## src/rtl/cmp16_seq_if.sv

```systemverilog
// cmp16_seq_if: operand/result handshake bundle for cmp16_seq.
//   in_valid/in_ready  : operand handshake (a, b, signed_cmp qualified by in_valid)
//   out_valid/out_ready: result handshake (out = {gt, eq, lt})
//   master modport     : the producer of operands / consumer of results
//   slave modport      : the comparator
interface cmp16_seq_if #(
   parameter int WIDTH = 16
) ();
   logic             in_valid;
   logic             in_ready;
   logic [WIDTH-1:0] a;
   logic [WIDTH-1:0] b;
   logic             signed_cmp;
   logic             out_valid;
   logic             out_ready;
   logic [2:0]       out;

   modport master (
      output in_valid, a, b, signed_cmp, out_ready,
      input  in_ready, out_valid, out
   );

   modport slave (
      input  in_valid, a, b, signed_cmp, out_ready,
      output in_ready, out_valid, out
   );
endinterface

```

## src/rtl/cmp16_seq.sv

```systemverilog
// cmp16_seq: sequential magnitude comparator, one SLICE-bit slice per cycle,
// scanning MSB-first and stopping at the first unequal slice.
//   clk   : rising-edge clock
//   rst_n : asynchronous active-low reset
//   bus   : cmp16_seq_if slave modport (operand and result handshakes)
//
// state   | meaning
// --------+------------------------------------------------------------
// ST_IDLE | in_ready high, waiting for operands
// ST_CMP  | comparing slice idx_q of ra_q/rb_q, one slice per cycle
// ST_DONE | out_valid high, out held until out_ready
module cmp16_seq #(
   parameter int WIDTH = 16,
   parameter int SLICE = 4
) (
   input logic         clk,
   input logic         rst_n,
   cmp16_seq_if.slave  bus
);

   localparam int NSLICE = WIDTH / SLICE;
   localparam int IDXW   = (NSLICE > 1) ? $clog2(NSLICE) : 1;
   localparam logic [IDXW-1:0] IDX_TOP = IDXW'(NSLICE - 1);

   typedef enum logic [1:0] {
      ST_IDLE = 2'd0,
      ST_CMP  = 2'd1,
      ST_DONE = 2'd2
   } state_t;

   state_t            state_q;
   logic [WIDTH-1:0]  ra_q, rb_q;
   logic [WIDTH-1:0]  ra_d, rb_d;
   logic [IDXW-1:0]   idx_q;
   logic [2:0]        out_q;
   logic              out_valid_q;
   logic              in_ready_q;
   logic [SLICE-1:0]  slice_a, slice_b;

   // Flipping the sign bit of both operands maps two's-complement order onto
   // unsigned order, so the slice engine only ever does unsigned compares.
   always_comb begin
      ra_d = bus.a;
      rb_d = bus.b;
      if (bus.signed_cmp) begin
         ra_d[WIDTH-1] = ~bus.a[WIDTH-1];
         rb_d[WIDTH-1] = ~bus.b[WIDTH-1];
      end
   end

   assign slice_a = ra_q[idx_q*SLICE +: SLICE];
   assign slice_b = rb_q[idx_q*SLICE +: SLICE];

   always_ff @(posedge clk or negedge rst_n) begin
      if (!rst_n) begin
         state_q     <= ST_IDLE;
         ra_q        <= '0;
         rb_q        <= '0;
         idx_q       <= IDX_TOP;
         out_q       <= 3'b000;
         out_valid_q <= 1'b0;
         in_ready_q  <= 1'b1;
      end else begin
         case (state_q)
            ST_IDLE: begin
               if (bus.in_valid) begin
                  ra_q       <= ra_d;
                  rb_q       <= rb_d;
                  idx_q      <= IDX_TOP;
                  in_ready_q <= 1'b0;
                  state_q    <= ST_CMP;
               end
            end
            ST_CMP: begin
               if (slice_a != slice_b) begin
                  out_q       <= (slice_a > slice_b) ? 3'b100 : 3'b001;
                  out_valid_q <= 1'b1;
                  state_q     <= ST_DONE;
               end else if (idx_q == '0) begin
                  out_q       <= 3'b010;
                  out_valid_q <= 1'b1;
                  state_q     <= ST_DONE;
               end else begin
                  idx_q <= idx_q - IDXW'(1);
               end
            end
            ST_DONE: begin
               // out_q is intentionally left alone so the last result persists.
               if (bus.out_ready) begin
                  out_valid_q <= 1'b0;
                  in_ready_q  <= 1'b1;
                  state_q     <= ST_IDLE;
               end
            end
            default: begin
               out_valid_q <= 1'b0;
               in_ready_q  <= 1'b1;
               state_q     <= ST_IDLE;
            end
         endcase
      end
   end

   assign bus.out       = out_q;
   assign bus.out_valid = out_valid_q;
   assign bus.in_ready  = in_ready_q;

endmodule

```

## src/flat_wrapper.sv

```systemverilog
// flat-port wrapper written by rule: the top's interface ports become plain ports
module cmp16_seq_flat 
#(
   parameter int WIDTH = 16,
   parameter int SLICE = 4
)
  (clk, rst_n, bus_in_valid, bus_a, bus_b, bus_signed_cmp, bus_out_ready, bus_in_ready, bus_out_valid, bus_out);
  cmp16_seq_if #(.WIDTH(WIDTH)) bus_i ();
  input logic clk;
  input logic rst_n;
  input wire logic [$bits(bus_i.in_valid)-1:0] bus_in_valid;
  input wire logic [$bits(bus_i.a)-1:0] bus_a;
  input wire logic [$bits(bus_i.b)-1:0] bus_b;
  input wire logic [$bits(bus_i.signed_cmp)-1:0] bus_signed_cmp;
  input wire logic [$bits(bus_i.out_ready)-1:0] bus_out_ready;
  output wire logic [$bits(bus_i.in_ready)-1:0] bus_in_ready;
  output wire logic [$bits(bus_i.out_valid)-1:0] bus_out_valid;
  output wire logic [$bits(bus_i.out)-1:0] bus_out;
  assign bus_i.in_valid = bus_in_valid;
  assign bus_i.a = bus_a;
  assign bus_i.b = bus_b;
  assign bus_i.signed_cmp = bus_signed_cmp;
  assign bus_i.out_ready = bus_out_ready;
  assign bus_in_ready = bus_i.in_ready;
  assign bus_out_valid = bus_i.out_valid;
  assign bus_out = bus_i.out;
  cmp16_seq #(.WIDTH(WIDTH), .SLICE(SLICE)) u_core (.clk(clk), .rst_n(rst_n), .bus(bus_i));
endmodule
```

## config.mk

```make
export PLATFORM = sky130hd
export DESIGN_NAME = cmp16_seq_flat
export DESIGN_NICKNAME = d
export VERILOG_FILES = /design/src/rtl/cmp16_seq_if.sv /design/src/rtl/cmp16_seq.sv /design/src/flat_wrapper.sv
export SDC_FILE = /design/constraint.sdc
export NUM_CORES = 1
export LEC_CHECK = 0
export CAP_MARGIN = 10
export CORE_MARGIN = 4
export CORE_UTILIZATION = 35
export CTS_BUF_LIST = sky130_fd_sc_hd__clkbuf_8
export CTS_CLUSTER_SIZE = 10
export DETAILED_ROUTE_END_ITERATION = 10
export PLACE_DENSITY = 0.57
export SYNTH_ARGS = -nofsm -noshare
export SYNTH_HDL_FRONTEND = slang
export SYNTH_SLANG_ARGS = --single-unit
export TNS_END_PERCENT = 1
```

## constraint.sdc

```tcl
create_clock -name clk -period 5.3 [get_ports clk]
set_input_delay 0.53 -clock clk [delete_from_list [all_inputs] [get_ports clk]]
set_output_delay 0.53 -clock clk [all_outputs]
set_load 0.1 [all_outputs]
```

==> results.yml, run 1 <==
flow_run:
  drv_cap: 0
logic_synthesis:
  yosysWarnings: 0
  synthXorXnorAreaFrac: 0.00870
  yosysMostFrequentCell: "dfrtp_1"
  yosys-top-cells-area: "dfrtp_1, mux2_4, mux4_2"
  synth_simple_gate_area_frac: 0.0491
  synth_top_family_by_area: "multiplexers"
  synthMuxAreaShare: 0.296
  avgSynthCellArea_um2: 15.4
  async_flop_share: 1.00
  yosys.area_share.adder: 0.0311
  synth_top_cell_by_area: "dfrtp_1"
  synth_common_cells: "dfrtp_1, mux2_4, inv_1, mux2_2, mux4_2"
  synth_compound_area_frac: 0.0447
  ys.flop_type: "dfrtp_1"
  synth_edf_count: 0
  ys_types: 27
  syn_area_mm2: 0.00201
  syn_inst: 131
  synth_top_area_frac: 0.472
  ys_seq_area_frac: 0.511
  ys_ff_latch: 41
  synth_nets: 173
critical_path:
  cp-start-kind: "flop"
  slowest_stage: "clkdlybuf4s50_1"
  slowest_delay_ns: 1.13
  cp.required_ns: 4.77
  end_kind: "output port"
  path_delay_family: "buffers and inverters"
  critPathBufInv: 1
  cp_num_cells: 1
  path_class: "flop to output port"
  critPathArrivalTime_ns: 1.96
  path_cells: "clkdlybuf4s50_1"
  worstRegToRegCells: 6
  path_max_fanout: 3
pwr:
  switchingPower_mw: 0.542
  p_seq_frac: 0.387
  combPwrFrac: 0.481
  peakVddDrop_mv: 0.350
  swShare: 0.363
  clockPowerShare: 0.132
  power.density_mw_per_mm2: 592
  leakagePower_nw: 1.11
  cell_internal_pwr_mw: 0.952
  total_power_mw: 1.49
die:
  rows: 27
  ioPinCount: 42
  die_area_mm2: 0.00703
  core_mm2: 0.00554
  initial_core_util: 0.363
  die_w_um: 83.8
  fp.dieH_um: 83.8
placed_design:
  post-dp-hpwl_um: 2670
  pre_cts_ws_ns: 2.86
  portBuffers: 41
  dpl.cell_count: 239
  finalWeightedCongestion: 0.735
  place_area_mm2: 0.00244
clock_tree:
  cts_tree: "built"
  clock_sinks: 41
  ctsHoldBuffers: 0
  clock_path_buffers: 2
  cts_resized: 0
  clk_pin_slew_ns: 0.07
  numCtsBuffers: 5
  clock-root-buffer: "clkbuf_8"
  clk_latency_ns: 0.28
  cts-htree-levels: 2
  post-cts-setup-buffers: 0
sta:
  min_period_ns: 2.49
  finalClockSkew_ns: 0.00671
  fin_setup_tns_ns: 0
  report.final.slew_viol_count: 0
  setup_viol: 0
  tightest_slew_ns: 0.969
  rsz0062_at_grt: "false"
  fmax_mhz: 402
  fin_ws_ns: 2.81
  slew_headroom: 0.352
  period_share: 0.469
  hold_viol_final: 0
  holdWs_ns: 0.372
global_routing:
  grt_pass1_vias: 1295
  grt.overflow.total: 0
  antenna_found_initial: 0
  grtUsageTotal: 0.110
  grt_pass1_wl_um: 6310
  grt_max_degree: 42
route:
  drt-total-wl_um: 3640
  ant_nets: 0
  drt_iter0_drc: 25
  drc: 0
  first_pass_iters: 2
  viasPerCell: 4.69
  detailroute.via_count: 1154
  post_drt_wl_per_cell_um: 14.8
final_layout:
  syn_to_final_growth_pct: 25.4
  stdcell_count: 246
  design_area_mm2: 0.00252
  drive_gt1_frac: 0.310
  fin_nets: 216
  diodes: 0
  final_util: 0.456
hold_path:
  hold_path_class: "input port to asynchronous set/reset pin"
status:
  status: "finished clean"
==> per-layer routing <==
| metal | track usage | vias up | wire [µm] | share of wire |
|---|---|---|---|---|
| met3 | 0.0375 | 5 | 183 | 0.050 |
| met2 | 0.174 | 28 | 1780 | 0.49 |
| met5 | 0 | - | 0 | 0 |
| li1 | - | 549 | - | - |
| met4 | 0.0219 | 0 | 29 | 0.0080 |
| met1 | 0.148 | 572 | 1640 | 0.45 |
==> cells in the final DEF, fill, tap and decap left out <==
cell type,count
o22a_2,1
mux2_4,21
ha_1,5
xnor2_1,2
o31ai_1,1
clkbuf_8,6
or2_1,1
and2b_2,1
a21oi_1,7
nand4_2,1
a21boi_0,1
clkdlybuf4s50_1,40
inv_1,10
mux4_2,8
nor3b_4,2
dfstp_2,3
o21ai_0,3
a32o_1,1
buf_2,1
nand2_1,4
buf_4,1
nor3_1,2
o21ai_1,1
mux2_2,9
nor2_1,4
dfrtp_1,38
==> area by class of cell <==
| type | count | area, µm² |
|---|---|---|
| Inverter | 9 | 33.8 |
| Fill cell | 506 | 3020 |
| Tap cell | 72 | 90.1 |
| Multi-Input combinational cell | 75 | 872 |
| Timing Repair Buffer | 42 | 413 |
| Sequential cell | 41 | 1030 |
| Clock buffer | 6 | 82.6 |
| Clock inverter | 1 | 3.75 |
==> cell families after synthesis <==
family          count (synthesis)
flops                          41
mux                            38
compound gates                 15
buf+inv                        15
simple gates                   15
fa+ha+maj                       5
xor+xnor                        2
==> power by group through the flow <==
stage          Combinational, mW  Sequential [mW]  Clock (mW)
2_1_floorplan              0.507            0.667           0
3_3_place_gp               0.706            0.586           0
3_5_place_dp               0.723            0.586           0
4_1_cts                    0.728            0.582       0.207
5_1_grt                    0.781            0.605       0.217
6_report                   0.719            0.578       0.197
==> path summary, 6_finish.rpt <==
check                                     from                 to  slack [ns]
hold reg to reg                u_core.ra_q[14]    u_core.ra_q[14]        0.51
min in group clk               u_core.ra_q[14]    u_core.ra_q[14]        0.51
hold / removal                           rst_n    u_core.ra_q[10]        0.37
setup / recovery           u_core.bus.in_ready       bus_in_ready        2.81
max in group asynchronous                rst_n     u_core.rb_q[8]        4.37
setup reg to reg               u_core.idx_q[0]  u_core.bus.out[0]        2.88
==> state kept, by name, indices dropped and copies added (netlist names) <==
signal                cells
u_core.bus.out            3
u_core.state_q            2
u_core.bus.in_ready       1
u_core.bus.out_valid      1
u_core.idx_q              2
u_core.rb_q              16
u_core.ra_q              16
(Power assumes the default switching activity.)
==> run 2, diff against run 1 <==
clock period = 2.5 ns   (was 5.3 ns; I/O delays follow)
==> run 2 against run 1 <==
Net effect: clock skew about the same; critical path depth up 4; largest power group unchanged; sequential cell count unchanged.
==> results.yml, run 2 (synthesized netlist as in run 1, its figures left out) <==
route:
  detailroute.via_count: 1163
  drt_iter0_drc: 39
  viasPerCell: 4.67
  post_drt_wl_per_cell_um: 14.5
  drc: 0
  first_pass_iters: 4
  ant_nets: 0
  drt-total-wl_um: 3610
clock_tree:
  cts-htree-levels: 2
  clock_path_buffers: 2
  clk_latency_ns: 0.29
  clock_sinks: 41
  ctsHoldBuffers: 0
  cts_tree: "built"
  clk_pin_slew_ns: 0.08
  numCtsBuffers: 5
  clock-root-buffer: "clkbuf_8"
global_routing:
  grt_pass1_wl_um: 6200
  grt_pass1_vias: 1300
  grt_max_degree: 42
  grt.overflow.total: 0
  grtUsageTotal: 0.109
  antenna_found_initial: 0
critical_path:
  critPathArrivalTime_ns: 2.53
  path_max_fanout: 10
  worstRegToRegCells: 5
  r2r_setup_slack_ns: 0.14
  end_kind: "flop"
  cp.required_ns: 2.66
  path_class: "flop to flop"
  reg2reg_to: "u_core.bus.out[1]"
  r2r_start: "u_core.idx_q[0]"
  cp-start-kind: "flop"
final_layout:
  drive_gt1_frac: 0.356
  syn_to_final_growth_pct: 27.1
  diodes: 0
  design_area_mm2: 0.00256
  final_cell_mix: "dfrtp_1, clkdlybuf4s50_1, mux2_4, inv_1, mux2_2"
  final_common_cell: "dfrtp_1"
  fin_nets: 218
  final_util: 0.462
pwr:
  power.density_mw_per_mm2: 1260
  combPwrFrac: 0.474
  leakagePower_nw: 1.13
  clockPowerShare: 0.146
  p_seq_frac: 0.380
  switchingPower_mw: 1.17
  total_power_mw: 3.23
  peakVddDrop_mv: 0.540
  cell_internal_pwr_mw: 2.07
  swShare: 0.361
sta:
  rsz0062_at_grt: "false"
  min_period_ns: 2.36
  tightest_slew_ns: 0.907
  fin_setup_tns_ns: 0
  report.final.slew_viol_count: 0
  setup_viol: 0
  finalClockSkew_ns: 0.00670
  period_share: 0.946
  slew_headroom: 0.396
  hold_viol_final: 0
  fmax_mhz: 423
die:
  die_area_mm2: 0.00703
  ioPinCount: 42
  fp.dieH_um: 83.8
  core_mm2: 0.00554
  initial_core_util: 0.363
  rows: 27
  die_w_um: 83.8
placed_design:
  post-dp-hpwl_um: 2620
  place_area_mm2: 0.00245
  finalWeightedCongestion: 0.753
  portBuffers: 41
flow_run:
  drv_cap: 0
hold_path:
  hold_path_class: "input port to asynchronous set/reset pin"
status:
  status: "finished clean"
==> run 2: cell types whose count changed in the layout (fill, tap and decap cells not counted) <==
cell	change
inv_1	-1
dfstp_4	+1
clkinv_2	+1
buf_4	+6
dfstp_2	-1
buf_12	+1
clkdlybuf4s50_1	-5
clkbuf_8	+1
==> run 2: final cells by class <==
type	instances	area, µm²
fill	507	2980
sequential	41	1030
multi-input combinational	75	872
timing repair buffer	44	428
clock buffer	7	96.3
tap	72	90.1
inverter	9	33.8
clock inverter	1	5.00
==> run 2: how the worst max path moves through the flow <==
| stage | start | end |
|---|---|---|
| CTS | u_core.idx_q[0] | u_core.bus.out[1] |
| global placement | u_core.idx_q[0] | u_core.bus.out[1] |
| global route | u_core.idx_q[0] | u_core.idx_q[1] |
| finish | u_core.idx_q[0] | u_core.bus.out[1] |
| floorplan | u_core.idx_q[0] | u_core.bus.out[1] |
| detailed placement | u_core.idx_q[0] | u_core.bus.out[1] |
==> run 2: power by group through the flow <==
stage	registers, mW	clock network [mW]	logic (mW)
detailed placement	1.24	0	1.55
floorplan	1.41	0	1.07
finish	1.23	0.473	1.53
CTS	1.23	0.491	1.55
global route	1.28	0.524	1.64
global placement	1.24	0	1.51
==> run 2: layer usage <==
layer	GRT usage	wire, µm
met1	0.142	1650
met3	0.0415	212
met4	0.0307	51
met2	0.171	1700
met5	0	0
==> run 2: worst max-delay path, cell delays in order, from the launching register on <==
cell and delay, ns:
dfstp_4 0.72, mux4_2 0.53, ha_1 0.34, nand4_2 0.18, o21ai_1 0.33, a21boi_0 0.14
==> run 2: timing repair <==
action | CTS | global route
setup endpoints to repair | 0 | 5
setup buffers | 0 | 1
gates resized for setup | 0 | 1
==> run 2: through the flow <==
step | hold WS, ns | setup slack, ns | instances
after detailed placement | 0.444 | 0.108 | 240
after CTS | 0.122 | 0.0923 | 248
after global routing | 0.161 | 0.0134 | 249
after global placement | 0.415 | 0.157 | 240
after floorplan | -0.0456 | 0.286 | 131
final | 0.0838 | 0.135 | 249
==> run 3, diff against run 2 <==
CTS_CLUSTER_DIAMETER = 100   (was not set)
==> results of run 3 <==
The final DEF is identical to that of run 2; final timing and power are the same.
